File: config.mk
export PLATFORM = sky130hd
export DESIGN_NAME = spi_cmd_decoder
export DESIGN_NICKNAME = d
export VERILOG_FILES = /design/src/rtl/gvizi_regs_pkg.sv /design/src/rtl/spi_cmd_decoder_bank.sv /design/src/rtl/spi_cmd_decoder.sv
export SDC_FILE = /design/constraint.sdc
export NUM_CORES = 1
export LEC_CHECK = 0
export ABC_CLOCK_PERIOD_IN_PS = 4650
export CAP_MARGIN = 15
export CORE_ASPECT_RATIO = 1.1
export CORE_MARGIN = 4
export CORE_UTILIZATION = 50
export DETAILED_ROUTE_END_ITERATION = 10
export MAX_ROUTING_LAYER = met4
export PLACE_DENSITY = 0.74
export SYNTH_ARGS = -nofsm -noshare
export SYNTH_HDL_FRONTEND = slang
export SYNTH_SLANG_ARGS = --single-unit
File: constraint.sdc
create_clock -name clk -period 4.65 [get_ports clk]
set_clock_uncertainty 0.1 [all_clocks]
set_input_delay 0.93 -clock clk [delete_from_list [all_inputs] [get_ports clk]]
set_output_delay 0.93 -clock clk [all_outputs]
set_load 0.005 [all_outputs]
File: src/rtl/gvizi_regs_pkg.sv
// Shared register-map constants, frame layout and decode types for the SPI command decoder.
package gvizi_regs_pkg;

    localparam int unsigned ADDR_W   = 7;
    localparam int unsigned CH_IDX_W = 4;
    localparam int unsigned FIELD_W  = 16;

    localparam int unsigned RW_BIT   = 23;
    localparam int unsigned ADDR_MSB = 22;
    localparam int unsigned ADDR_LSB = 16;

    localparam logic [ADDR_W-1:0] ADDR_CTRL       = 7'h00;
    localparam logic [ADDR_W-1:0] ADDR_ARM        = 7'h01;
    localparam logic [ADDR_W-1:0] ADDR_STATUS     = 7'h02;
    localparam logic [ADDR_W-1:0] ADDR_ID         = 7'h03;
    localparam logic [ADDR_W-1:0] ADDR_DELAY_BASE = 7'h10;
    localparam logic [ADDR_W-1:0] ADDR_WIDTH_BASE = 7'h20;

    localparam logic [23:0] ERR_RESP = 24'hFF_DEAD;

    typedef enum logic [1:0] {ST_IDLE, ST_DECODE, ST_EXEC} state_e;

    typedef enum logic [1:0] {ACC_RW, ACC_RO, ACC_WO, ACC_INVALID} acc_e;

    typedef enum logic [2:0] {TGT_CTRL, TGT_ARM, TGT_STATUS, TGT_ID, TGT_DELAY, TGT_WIDTH} tgt_e;

    typedef struct packed {
        acc_e acc;
        tgt_e tgt;
    } dec_t;

    // Map an address to its target register and the directions it permits.
    function automatic dec_t classify(input logic [ADDR_W-1:0] addr, input int unsigned num_ch);
        dec_t r;
        logic ch_ok;
        r.acc = ACC_INVALID;
        r.tgt = TGT_CTRL;
        ch_ok = 32'(addr[CH_IDX_W-1:0]) < num_ch;
        if (addr == ADDR_CTRL) begin
            r.acc = ACC_RW;
        end else if (addr == ADDR_ARM) begin
            r.acc = ACC_WO;
            r.tgt = TGT_ARM;
        end else if (addr == ADDR_STATUS) begin
            r.acc = ACC_RW;
            r.tgt = TGT_STATUS;
        end else if (addr == ADDR_ID) begin
            r.acc = ACC_RO;
            r.tgt = TGT_ID;
        end else if (addr[ADDR_W-1:CH_IDX_W] == ADDR_DELAY_BASE[ADDR_W-1:CH_IDX_W]) begin
            r.acc = ch_ok ? ACC_RW : ACC_INVALID;
            r.tgt = TGT_DELAY;
        end else if (addr[ADDR_W-1:CH_IDX_W] == ADDR_WIDTH_BASE[ADDR_W-1:CH_IDX_W]) begin
            r.acc = ch_ok ? ACC_RW : ACC_INVALID;
            r.tgt = TGT_WIDTH;
        end
        return r;
    endfunction

endpackage

File: src/rtl/spi_cmd_decoder_bank.sv
// Per-channel shadow/active delay and width registers; commit copies every shadow to active at once.
module ch_shadow_bank
    import gvizi_regs_pkg::*;
#(
    parameter int unsigned NUM_CH = 4,
    parameter int unsigned REG_W  = 16
) (
    input  logic                     clk_i,
    input  logic                     rst_i,
    input  logic                     wr_en_i,
    input  logic                     sel_width_i,
    input  logic [CH_IDX_W-1:0]      ch_i,
    input  logic [REG_W-1:0]         wr_data_i,
    input  logic                     commit_i,
    output logic [REG_W-1:0]         rd_data_o,
    output logic [NUM_CH*REG_W-1:0]  delay_o,
    output logic [NUM_CH*REG_W-1:0]  width_o
);

    logic [REG_W-1:0] shd_dly_q [NUM_CH];
    logic [REG_W-1:0] shd_wid_q [NUM_CH];
    logic [REG_W-1:0] act_dly_q [NUM_CH];
    logic [REG_W-1:0] act_wid_q [NUM_CH];

    always_ff @(posedge clk_i) begin
        if (rst_i) begin
            for (int i = 0; i < int'(NUM_CH); i++) begin
                shd_dly_q[i] <= '0;
                shd_wid_q[i] <= '0;
                act_dly_q[i] <= '0;
                act_wid_q[i] <= '0;
            end
        end else begin
            for (int i = 0; i < int'(NUM_CH); i++) begin
                if (wr_en_i && ch_i == CH_IDX_W'(i)) begin
                    if (sel_width_i) shd_wid_q[i] <= wr_data_i;
                    else             shd_dly_q[i] <= wr_data_i;
                end
                if (commit_i) begin
                    act_dly_q[i] <= shd_dly_q[i];
                    act_wid_q[i] <= shd_wid_q[i];
                end
            end
        end
    end

    // Read-back always reflects the shadow copy.
    always_comb begin
        rd_data_o = '0;
        for (int i = 0; i < int'(NUM_CH); i++) begin
            if (ch_i == CH_IDX_W'(i)) rd_data_o = sel_width_i ? shd_wid_q[i] : shd_dly_q[i];
        end
    end

    for (genvar g = 0; g < int'(NUM_CH); g++) begin : g_out
        assign delay_o[g*REG_W +: REG_W] = act_dly_q[g];
        assign width_o[g*REG_W +: REG_W] = act_wid_q[g];
    end

endmodule

File: src/rtl/spi_cmd_decoder.sv
// Decodes SPI words into register-map accesses, drives the channel registers and builds the response word.
module spi_cmd_decoder
    import gvizi_regs_pkg::*;
#(
    parameter int unsigned DATA_WIDTH = 24,
    parameter int unsigned NUM_CH     = 4,
    parameter int unsigned REG_W      = 16,
    parameter logic [15:0] ID_VALUE   = 16'hD123
) (
    input  logic                     clk,
    input  logic                     rst,
    input  logic                     rx_valid,
    input  logic [DATA_WIDTH-1:0]    rx_data,
    output logic [DATA_WIDTH-1:0]    tx_data,
    input  logic                     gen_busy,
    output logic [NUM_CH-1:0]        ch_enable,
    output logic [NUM_CH*REG_W-1:0]  ch_delay,
    output logic [NUM_CH*REG_W-1:0]  ch_width,
    output logic                     arm_pulse,
    output logic [1:0]               err
);

    state_e                  state_q, state_d;
    logic [DATA_WIDTH-1:0]   frame_q, frame_d;
    dec_t                    dec_q, dec_d;
    logic [DATA_WIDTH-1:0]   tx_q, tx_d;
    logic [NUM_CH-1:0]       en_q, en_d;
    logic                    arm_q, arm_d;
    logic [1:0]              err_q, err_d;

    logic [ADDR_W-1:0]       addr;
    logic                    is_rd;
    logic [FIELD_W-1:0]      wdata;
    logic                    bad;
    logic [FIELD_W-1:0]      rdata;
    logic [1:0]              err_set, err_clr;
    logic                    bank_wr_en, bank_commit;
    logic [REG_W-1:0]        bank_rd_data;

    assign addr  = frame_q[ADDR_MSB:ADDR_LSB];
    assign is_rd = frame_q[RW_BIT];
    assign wdata = frame_q[FIELD_W-1:0];

    ch_shadow_bank #(.NUM_CH(NUM_CH), .REG_W(REG_W)) u_bank (
        .clk_i       (clk),
        .rst_i       (rst),
        .wr_en_i     (bank_wr_en),
        .sel_width_i (dec_q.tgt == TGT_WIDTH),
        .ch_i        (addr[CH_IDX_W-1:0]),
        .wr_data_i   (REG_W'(wdata)),
        .commit_i    (bank_commit),
        .rd_data_o   (bank_rd_data),
        .delay_o     (ch_delay),
        .width_o     (ch_width)
    );

    always_ff @(posedge clk) begin
        if (rst) begin
            state_q <= ST_IDLE;
            frame_q <= '0;
            dec_q   <= '0;
            tx_q    <= '0;
            en_q    <= '0;
            arm_q   <= 1'b0;
            err_q   <= '0;
        end else begin
            state_q <= state_d;
            frame_q <= frame_d;
            dec_q   <= dec_d;
            tx_q    <= tx_d;
            en_q    <= en_d;
            arm_q   <= arm_d;
            err_q   <= err_d;
        end
    end

    always_comb begin
        state_d     = state_q;
        frame_d     = frame_q;
        dec_d       = dec_q;
        tx_d        = tx_q;
        en_d        = en_q;
        arm_d       = 1'b0;
        err_set     = '0;
        err_clr     = '0;
        bad         = 1'b0;
        rdata       = '0;
        bank_wr_en  = 1'b0;
        bank_commit = 1'b0;

        case (state_q)
            ST_IDLE: begin
                if (rx_valid) begin
                    frame_d = rx_data;
                    state_d = ST_DECODE;
                end
            end
            ST_DECODE: begin
                dec_d   = classify(addr, NUM_CH);
                state_d = ST_EXEC;
            end
            ST_EXEC: begin
                state_d = ST_IDLE;
                bad = (dec_q.acc == ACC_INVALID) ||
                      (dec_q.acc == ACC_RO && !is_rd) ||
                      (dec_q.acc == ACC_WO && is_rd);
                if (bad) begin
                    tx_d       = ERR_RESP;
                    err_set[0] = 1'b1;
                end else if (is_rd) begin
                    case (dec_q.tgt)
                        TGT_CTRL:   rdata = FIELD_W'(en_q);
                        TGT_STATUS: rdata = {13'b0, gen_busy, err_q};
                        TGT_ID:     rdata = ID_VALUE;
                        TGT_DELAY,
                        TGT_WIDTH:  rdata = FIELD_W'(bank_rd_data);
                        default:    rdata = '0;
                    endcase
                    tx_d = {frame_q[DATA_WIDTH-1:FIELD_W], rdata};
                end else begin
                    tx_d = {frame_q[DATA_WIDTH-1:FIELD_W], wdata};
                    case (dec_q.tgt)
                        TGT_CTRL:   en_d = wdata[NUM_CH-1:0];
                        TGT_ARM: begin
                            if (wdata[0]) begin
                                if (gen_busy) begin
                                    err_set[1] = 1'b1;
                                end else begin
                                    arm_d       = 1'b1;
                                    bank_commit = 1'b1;
                                end
                            end
                        end
                        TGT_STATUS: err_clr = wdata[1:0];
                        TGT_DELAY,
                        TGT_WIDTH:  bank_wr_en = 1'b1;
                        default:    ;
                    endcase
                end
            end
            default: state_d = ST_IDLE;
        endcase

        // A word arriving mid-command is dropped; setting beats a same-cycle clear.
        if (rx_valid && state_q != ST_IDLE) err_set[1] = 1'b1;
        err_d = (err_q & ~err_clr) | err_set;
    end

    assign tx_data   = tx_q;
    assign ch_enable = en_q;
    assign arm_pulse = arm_q;
    assign err       = err_q;

endmodule

* Yosys cells after proc, flatten, opt, wreduce, memory -nomap -nowiden *
Memories as Yosys holds them, arrays and structs flattened.
Index checks and enable logic that the tools add are counted.

cells by class
  order comparisons = 1
  equality and inequality tests = 19
  multiplexer cells = 90
  bitwise operators = 21
  reduce and logical (&&, ||, !) cells = 18

operators with widths
  cell                                                         number
  two-way mux 16 bit                                           24
  one-hot mux 16 bit (4 select lines)                          1
  two-way mux 1 bit                                            48
  two-way mux 24 bit                                           2
  two-way mux 5 bit                                            5
  two-way mux 2 bit                                            8
  OR 1 bit                                                     16
  equality test 7 x 2 -> 1 bit (second input constant)         2
  equality test 3 x 2 -> 1 bit (second input constant)         3
  equality test 4 x 2 -> 1 bit (second input constant)         2
  equality test 7 x 1 -> 1 bit (second input constant)         1
  logical AND 1 bit                                            7
  logical NOT 7 bit                                            1
  equality test 2 bit (second input constant)                  3
  equality test 3 x 1 -> 1 bit (second input constant)         2
  equality test 3 bit (second input constant)                  2
  equality test 2 x 1 -> 1 bit (second input constant)         2
  equality test 4 x 1 -> 1 bit (second input constant)         1
  logical NOT 4 bit                                            1
  less-than comparator 4 x 3 -> 1 bit (second input constant)  1
  one-hot mux 2 bit (2 select lines)                           1
  AND reduction 4 bit                                          1
  logical NOT 3 bit                                            1
  two-way mux 3 bit                                            1
  11 further kinds                                             13

word-level totals
  register bits after elaboration = 62
  RAM bits = 256
  input port bits = 28
  output and inout port bits = 159
  logic and storage cells = 161
  memories kept = 4

memories
  name              depth  width  rd ports  clocked after memory_dff  write ports  line                        source
  u_bank.act_dly_q  4      16     4         0                         4            spi_cmd_decoder_bank.sv:22  logic [REG_W-1:0] act_dly_q [NUM_CH];
  u_bank.act_wid_q  4      16     4         0                         4            spi_cmd_decoder_bank.sv:23  logic [REG_W-1:0] act_wid_q [NUM_CH];
  u_bank.shd_dly_q  4      16     4         0                         4            spi_cmd_decoder_bank.sv:20  logic [REG_W-1:0] shd_dly_q [NUM_CH];
  u_bank.shd_wid_q  4      16     4         0                         4            spi_cmd_decoder_bank.sv:21  logic [REG_W-1:0] shd_wid_q [NUM_CH];

* Depth between registers and ports, before layout *
Gate-level depths: netlist of the first run.

  word-level depth = 11
  gate-level depth with buffers = 9
  gate-level depth less buffers = 5

* By module *
A second synthesis of the first run with hierarchy kept.

unflattened totals
  cell total of the unflattened synthesis = 1022
  area total of the unflattened synthesis = 13312.8 µm²

by module, submodules not included
  module           times used  cells an instance  area each (µm²)  seq. area each (µm²)
  ch_shadow_bank   1           692                10650.2          7687.4
  spi_cmd_decoder  1           330                2662.6           1241.2

* Least setup slack after synthesis of the first run *
Ideal clock, no wire load.

  kind = reg-to-reg
  from = reg frame_q[23]
  to = mem u_bank.act_dly_q[0][0] (enable)
  setup time = 433 ps
  arrival = 3274 ps
  required time = 4117 ps
  path slack = 843 ps
  cell stages (with the launch flop) = 8
  path buffers = 3
  clock period less this slack = 3807 ps
  cells stage by stage = dfxtp_1 mux2_4 or2_1 buf_6 nor4_4 buf_8 buf_8 or2_2

RTL lines
  what                    line                        source
  from (decl)             spi_cmd_decoder.sv:24       logic [DATA_WIDTH-1:0] frame_q, frame_d;
  from (signal assigned)  spi_cmd_decoder.sv:68       frame_q <= frame_d;
  to (decl)               spi_cmd_decoder_bank.sv:22

==> impl_metrics.csv, run 1 <==
group,metric,value,unit
placement,dp_cells,1530,
floorplanning,die_w,164.0,um
logic_synthesis,avgSynthCellArea,12.54,um2
min_path,min_from,"frame_q[4]",
floorplanning,rows,62,
power,p_int,0.004772,W
critical_path,crit_type,"flip-flop to flip-flop",
power,p_clk_frac,0.407,
clocking,htree_levels,1,
clocking,cts-root-buf,"clkbuf_16",
timing,min_period,3372,ps
clocking,cts-resized-gates,0,
power,power.density,373.7,nW/um2
critical_path,endpoint_kind,"flip-flop",
logic_synthesis,synth_edf_count,256,
drt,drt.antenna.violating_nets,0,
drt,firstDrtPassIters,5,
power,switching_share,0.2214,
global_routing,grt_pass1_vias,8757,
drt,drc,0,
logic_synthesis,yosys_warnings,0,
global_routing,gr-total-overflow,0,
placement,pre_cts_ws,1282,ps
critical_path,worstPathMaxFanout,129,
clocking,post-cts-setup-buffers,0,
timing,hold_viol_final,0,
clocking,holdBufCountCts,0,
run_status,status,"complete, no violations",
logic_synthesis,synthArstFlopShare,0,
final_layout,nFillCells,2066,
placement,numPortBuffers,186,
final_layout,final_nets,1239,
critical_path,ff2ff_setup_slack,1280,ps
clocking,clk_latency,550,ps
logic_synthesis,synth_area,13390,um2
logic_synthesis,seq_area_frac_synth,0.6670,
clocking,cts.sinks,318,
timing,maxSlewHeadroom,0.3140,
global_routing,grt_pass1_wl,53350,um
critical_path,r2r_cells,5,
drt,vias,9082,
min_path,holdPathStages,2,
min_path,min_to,"frame_q[4]",
placement,dp_hpwl,24050,um
final_layout,final_util,0.6255,
global_routing,grt_max_degree,157,
clocking,path_clk_slew,60,ps
logic_synthesis,yosysUniqueCellTypes,58,
critical_path,timing.rr.end,"u_bank.act_wid_q[0][59]",
run,cap_violations,0,
timing,min_period_over_period,0.7251,
timing,rsz0062_at_grt,"false",
drt,drtIter0Drc,1020,
min_path,hold_path_class,"flip-flop to flip-flop",
timing,worstMarginPinSlew,1029,ps
timing,fmax,296.6,MHz
power,power_frac_seq,0.534,
logic_synthesis,synthCells,1067,
critical_path,critPathLaunchType,"flip-flop",
logic_synthesis,synth_seq_cells,318,
final_layout,layout-drive-gt1-share,0.08421,
final_layout,area_delta_synth_final,22.53,%
critical_path,cp.required,4960,ps
floorplanning,die_area,29460,um2
drt,via_per_inst,5.719,
timing,final_max_slew_viol_count,0,
drt,wl_per_cell,22.70,um
power,p_switching,0.001357,W
global_routing,antenna_found_initial,1,
power,vdd_ir_drop_max,217.7,uV
final_layout,stdcell_count,1588,
final_layout,fin_area,16400,um2
placement,place_area,15360,um2
clocking,clockBufferDepth,3,
floorplanning,core-area,26220,um2
floorplanning,num_io_pins,187,
critical_path,crit_arrival,3680,ps
timing,tns,0,ps
logic_synthesis,syn_nets,1095,
timing,timing.final.ws_setup,1278,ps
floorplanning,die_h,179.6,um
clocking,cts_tree,"built",
power,combPwrFrac,0.059,
logic_synthesis,ys_dominant_reg_cell,"edfxtp_1",
clocking,numCtsBuffers,31,
power,leakage,6.329,nW
global_routing,grt_use_total,0.2462,
drt,drt_wl_total,36040,um
floorplanning,start_util,0.5105,
critical_path,r2r-start,"frame_q[23]",
timing,report.final.setup_viol,0,
placement,globalplace.congestion,0.9339,
synthesized netlist by cell type (6+ instances only):
library cell / instances / area share
mux2i_1: 30 / 0.022
buf_8: 11 / 0.012
nand3_1: 13 / 0.0049
nor2_1: 26 / 0.0073
clkbuf_1: 63 / 0.018
o221ai_1: 6 / 0.0039
nor3_1: 25 / 0.0093
a31oi_1: 8 / 0.0037
dfxtp_1: 62 / 0.093
a211oi_1: 7 / 0.0039
buf_2: 12 / 0.0045
edfxtp_1: 256 / 0.57
a21oi_1: 60 / 0.022
o21ai_0: 34 / 0.013
o221a_2: 8 / 0.0067
and2_1: 116 / 0.054
nand2_1: 118 / 0.033
mux4_2: 6 / 0.010
and3_1: 129 / 0.060
routing by layer:
metal | vias up | part of all wire | GRT usage
met5 | - | 0 | -
met4 | 0 | 0.035 | 0.08188
met3 | 69 | 0.098 | 0.03917
met2 | 498 | 0.46 | 0.3782
met1 | 4338 | 0.40 | 0.3382
li1 | 4177 | - | -
cell type report:
class	instances	area [um2]	share of cell area
Timing Repair Buffer	203	2014	0.1228
Antenna cell	1	2.502	0.0001526
Clock buffer	45	969.7	0.05912
Sequential cell	318	8929	0.5444
Inverter	6	22.52	0.001373
Tap cell	352	440.4	0.02685
Multi-Input combinational cell	651	3958	0.2413
Clock inverter	12	65.06	0.003967
placed cells by master (no fill, tap or decap), drive strengths merged, types with 7 or more instances in the layout:
master | netlist | routed
a31oi | 8 | 8
dfxtp | 62 | 62
inv | 4 | 8
clkdlybuf4s50 | 0 | 186
and3 | 129 | 129
nand3 | 14 | 14
a21oi | 60 | 60
clkbuf | 65 | 45
edfxtp | 256 | 256
a211oi | 7 | 7
o221a | 8 | 8
buf | 27 | 17
clkinv | 2 | 10
and2 | 117 | 117
nor3 | 25 | 25
o21ai | 34 | 34
mux2i | 30 | 30
nor2 | 29 | 29
nand2 | 118 | 118
critical path, cell delays in order, from the launching register on:
cell and delay (ps):
dfxtp_1 640, mux2_4 350, or2_1 520, nor4_4 420, buf_4 780, and3_1 290
registers in the layout, summed over array words and instances (netlist names):
signal	cells
arm_pulse	1
ch_enable	4
dec_q	5
err	2
frame_q	24
state_q	2
tx_data	24
u_bank.act_dly_q	64
u_bank.act_wid_q	64
u_bank.shd_dly_q	64
u_bank.shd_wid_q	64
cell families (layout without fill, tap and decap cells):
family / count (synthesis) / in the layout / synth area share
AND/OR/NAND/NOR: 460 / 460 / 0.1878
buffers and inverters: 98 / 266 / 0.03917
AO/OA/AOI/OAI: 151 / 151 / 0.07001
flip-flops: 318 / 318 / 0.6670
XOR/XNOR: 1 / 1 / 0.0006544
other: 0 / 1 / 0
multiplexers: 39 / 39 / 0.03533
stage by stage:
step | hold WS, ps | power [W]
floorplan | 340.4 | 0.003454
global placement | 351.3 | 0.003684
detailed placement | 362.3 | 0.003691
CTS | 370.8 | 0.006149
global route | 386.8 | 0.006315
finish | 372.2 | 0.006129
power by group through the flow:
stage | Combinational, W | Clock, W | Sequential, W
floorplan | 0.000180 | 0 | 0.00327
global placement | 0.000357 | 0 | 0.00333
detailed placement | 0.000361 | 0 | 0.00333
CTS | 0.000362 | 0.00252 | 0.00327
global route | 0.000389 | 0.00265 | 0.00328
finish | 0.000363 | 0.00249 | 0.00327
how the worst max path moves through the flow:
stage	end	slack, ps	cells after the start	from
finish	u_bank.act_wid_q[0][59]	1280	5	frame_q[23]
global route	u_bank.act_wid_q[0][59]	1100	5	frame_q[23]
CTS	u_bank.act_wid_q[0][13]	1310	5	frame_q[23]
detailed placement	u_bank.act_wid_q[0][30]	1280	4	rst
global placement	u_bank.act_wid_q[0][30]	1340	4	rst
floorplan	u_bank.act_dly_q[0][0]	840	7	frame_q[23]
(Power assumes the default switching activity.)
==> run 2, diff against run 1 <==
ABC_CLOCK_PERIOD_IN_PS = 2710   (was 4650)
CORE_UTILIZATION = 49   (was 50)
PLACE_DENSITY = 0.76   (was 0.74)
clock period = 2.71 ns   (was 4.65 ns; I/O delays follow)
==> impl_metrics.csv, run 2 (same netlist as run 1, synthesis figures left out) <==
group,metric,value,unit
power,combPwrFrac,0.068,
timing,rsz0062_at_grt,"false",
floorplanning,core-area,26960,um2
critical_path,crit_type,"flip-flop to flip-flop",
timing,maxSlewHeadroom,0.4700,
critical_path,crit_chain,"or2_2 > nor3_1 > nand3_1 > buf_4 > nor2_1 > and2_1",
drt,drtIter0Drc,1100,
timing,min_period,2538,ps
drt,firstDrtPassIters,6,
global_routing,gr-total-overflow,0,
power,p_clk_frac,0.391,
final_layout,final_common_cell,"edfxtp_1",
floorplanning,rows,63,
critical_path,worstPathMaxFanout,14,
floorplanning,start_util,0.4965,
placement,dp_hpwl,25010,um
min_path,hold_path_class,"flip-flop to flip-flop",
drt,wl_per_cell,22.54,um
power,p_switching,0.002302,W
critical_path,max_stage_delay,600,ps
clocking,numCtsBuffers,30,
global_routing,grt_max_degree,157,
placement,place_area,15690,um2
global_routing,grt_pass1_wl,54490,um
power,power.density,619.2,nW/um2
drt,drt_wl_total,36650,um
clocking,cts.sinks,318,
power,leakage,6.437,nW
timing,report.final.setup_viol,0,
global_routing,antenna_found_initial,0,
final_layout,antenna_cells,0,
global_routing,grt_pass1_vias,9150,
clocking,holdBufCountCts,0,
critical_path,cp_slowest_cell,"nor2_1",
final_layout,final_nets,1273,
clocking,path_clk_slew,60,ps
clocking,post-cts-setup-buffers,0,
drt,via_per_inst,5.761,
critical_path,cp.required,3020,ps
timing,final_max_slew_viol_count,0,
placement,pre_cts_ws,231.7,ps
drt,drc,0,
clocking,cts_tree,"built",
floorplanning,die_w,165.6,um
clocking,htree_levels,1,
final_layout,final_cell_mix,"256 x edfxtp_1, 186 x clkdlybuf4s50_1, 129 x and3_1",
final_layout,area_delta_synth_final,24.33,%
critical_path,endpoint_kind,"flip-flop",
power,p_int,0.008003,W
final_layout,layout-drive-gt1-share,0.09771,
power,switching_share,0.2234,
critical_path,critPathLaunchType,"flip-flop",
final_layout,stdcell_count,1626,
clocking,cts-root-buf,"clkbuf_16",
global_routing,grt_use_total,0.2466,
drt,vias,9367,
floorplanning,die_area,30030,um2
power,vdd_ir_drop_max,342.4,uV
floorplanning,die_h,181.3,um
drt,drt.antenna.violating_nets,0,
critical_path,crit_family,"simple AND/OR/NAND/NOR gates",
timing,worstMarginPinSlew,792.1,ps
placement,dp_cells,1570,
floorplanning,num_io_pins,187,
critical_path,crit_arrival,2850,ps
clocking,cts-resized-gates,0,
final_layout,fin_area,16640,um2
placement,numPortBuffers,186,
timing,min_period_over_period,0.9363,
timing,fmax,394.1,MHz
clocking,clockBufferDepth,3,
timing,hold_viol_final,0,
run,cap_violations,0,
critical_path,critPathBufInv,1,
placement,globalplace.congestion,0.9339,
run_status,status,"complete, no violations",
clocking,clk_latency,550,ps
timing,tns,0,ps
power,power_frac_seq,0.541,
timing,timing.final.ws_setup,172.5,ps
==> run 2: layer usage <==
layer  global-route usage  part of all wire  vias to the layer above
met5                    -                 0                        -
met4              0.09307             0.043                        0
met3              0.04449              0.10                       87
met2               0.3734              0.46                      522
met1               0.3348              0.39                     4511
li1                     -                 -                     4247
==> run 2: through the flow <==
step,hold slack (ps),total power [W],utilization
final,372.0,0.01030,0.6173
after global routing,420.7,0.01059,0.6173
after CTS,373.2,0.01033,0.6173
after detailed placement,364.0,0.006365,0.5822
after global placement,350.7,0.006352,0.5822
after floorplan,340.4,0.005926,-
==> run 2: final cells by class <==
type / count / area [um2]
flip-flops and latches: 318 / 8930
multi-input cells: 651 / 3955
clock inverters: 22 / 161.4
repair buffers: 238 / 2340
fillers: 2128 / 10320
inverters: 6 / 22.52
well taps: 357 / 446.7
clock buffers: 34 / 787.0
==> run 2: worst min-delay path: cells and delay by family (launching register included) <==
kind,cells,cell delay [ps]
AO/OA/AOI/OAI,1,50
flip-flops,1,320
AND/OR/NAND/NOR,1,60
==> run 2: power by group through the flow <==
stage               Clock, W  Combinational [W]  Sequential, W
floorplan                  0           0.000312        0.00561
global placement           0           0.000679        0.00567
detailed placement         0           0.000689        0.00568
CTS                  0.00406           0.000692        0.00557
global route         0.00426           0.000744        0.00559
finish               0.00403           0.000698        0.00558
==> run 2: worst paths after layout <==
check | from | end | slack (ps) | cells past startpoint
setup reg to reg | frame_q[23] | u_bank.shd_wid_q[0][14] | 170 | 6
hold reg to reg | frame_q[4] | frame_q[4] | 370 | 2
hold / removal | frame_q[4] | frame_q[4] | 370 | 2
setup / recovery | frame_q[23] | u_bank.shd_wid_q[0][14] | 170 | 6
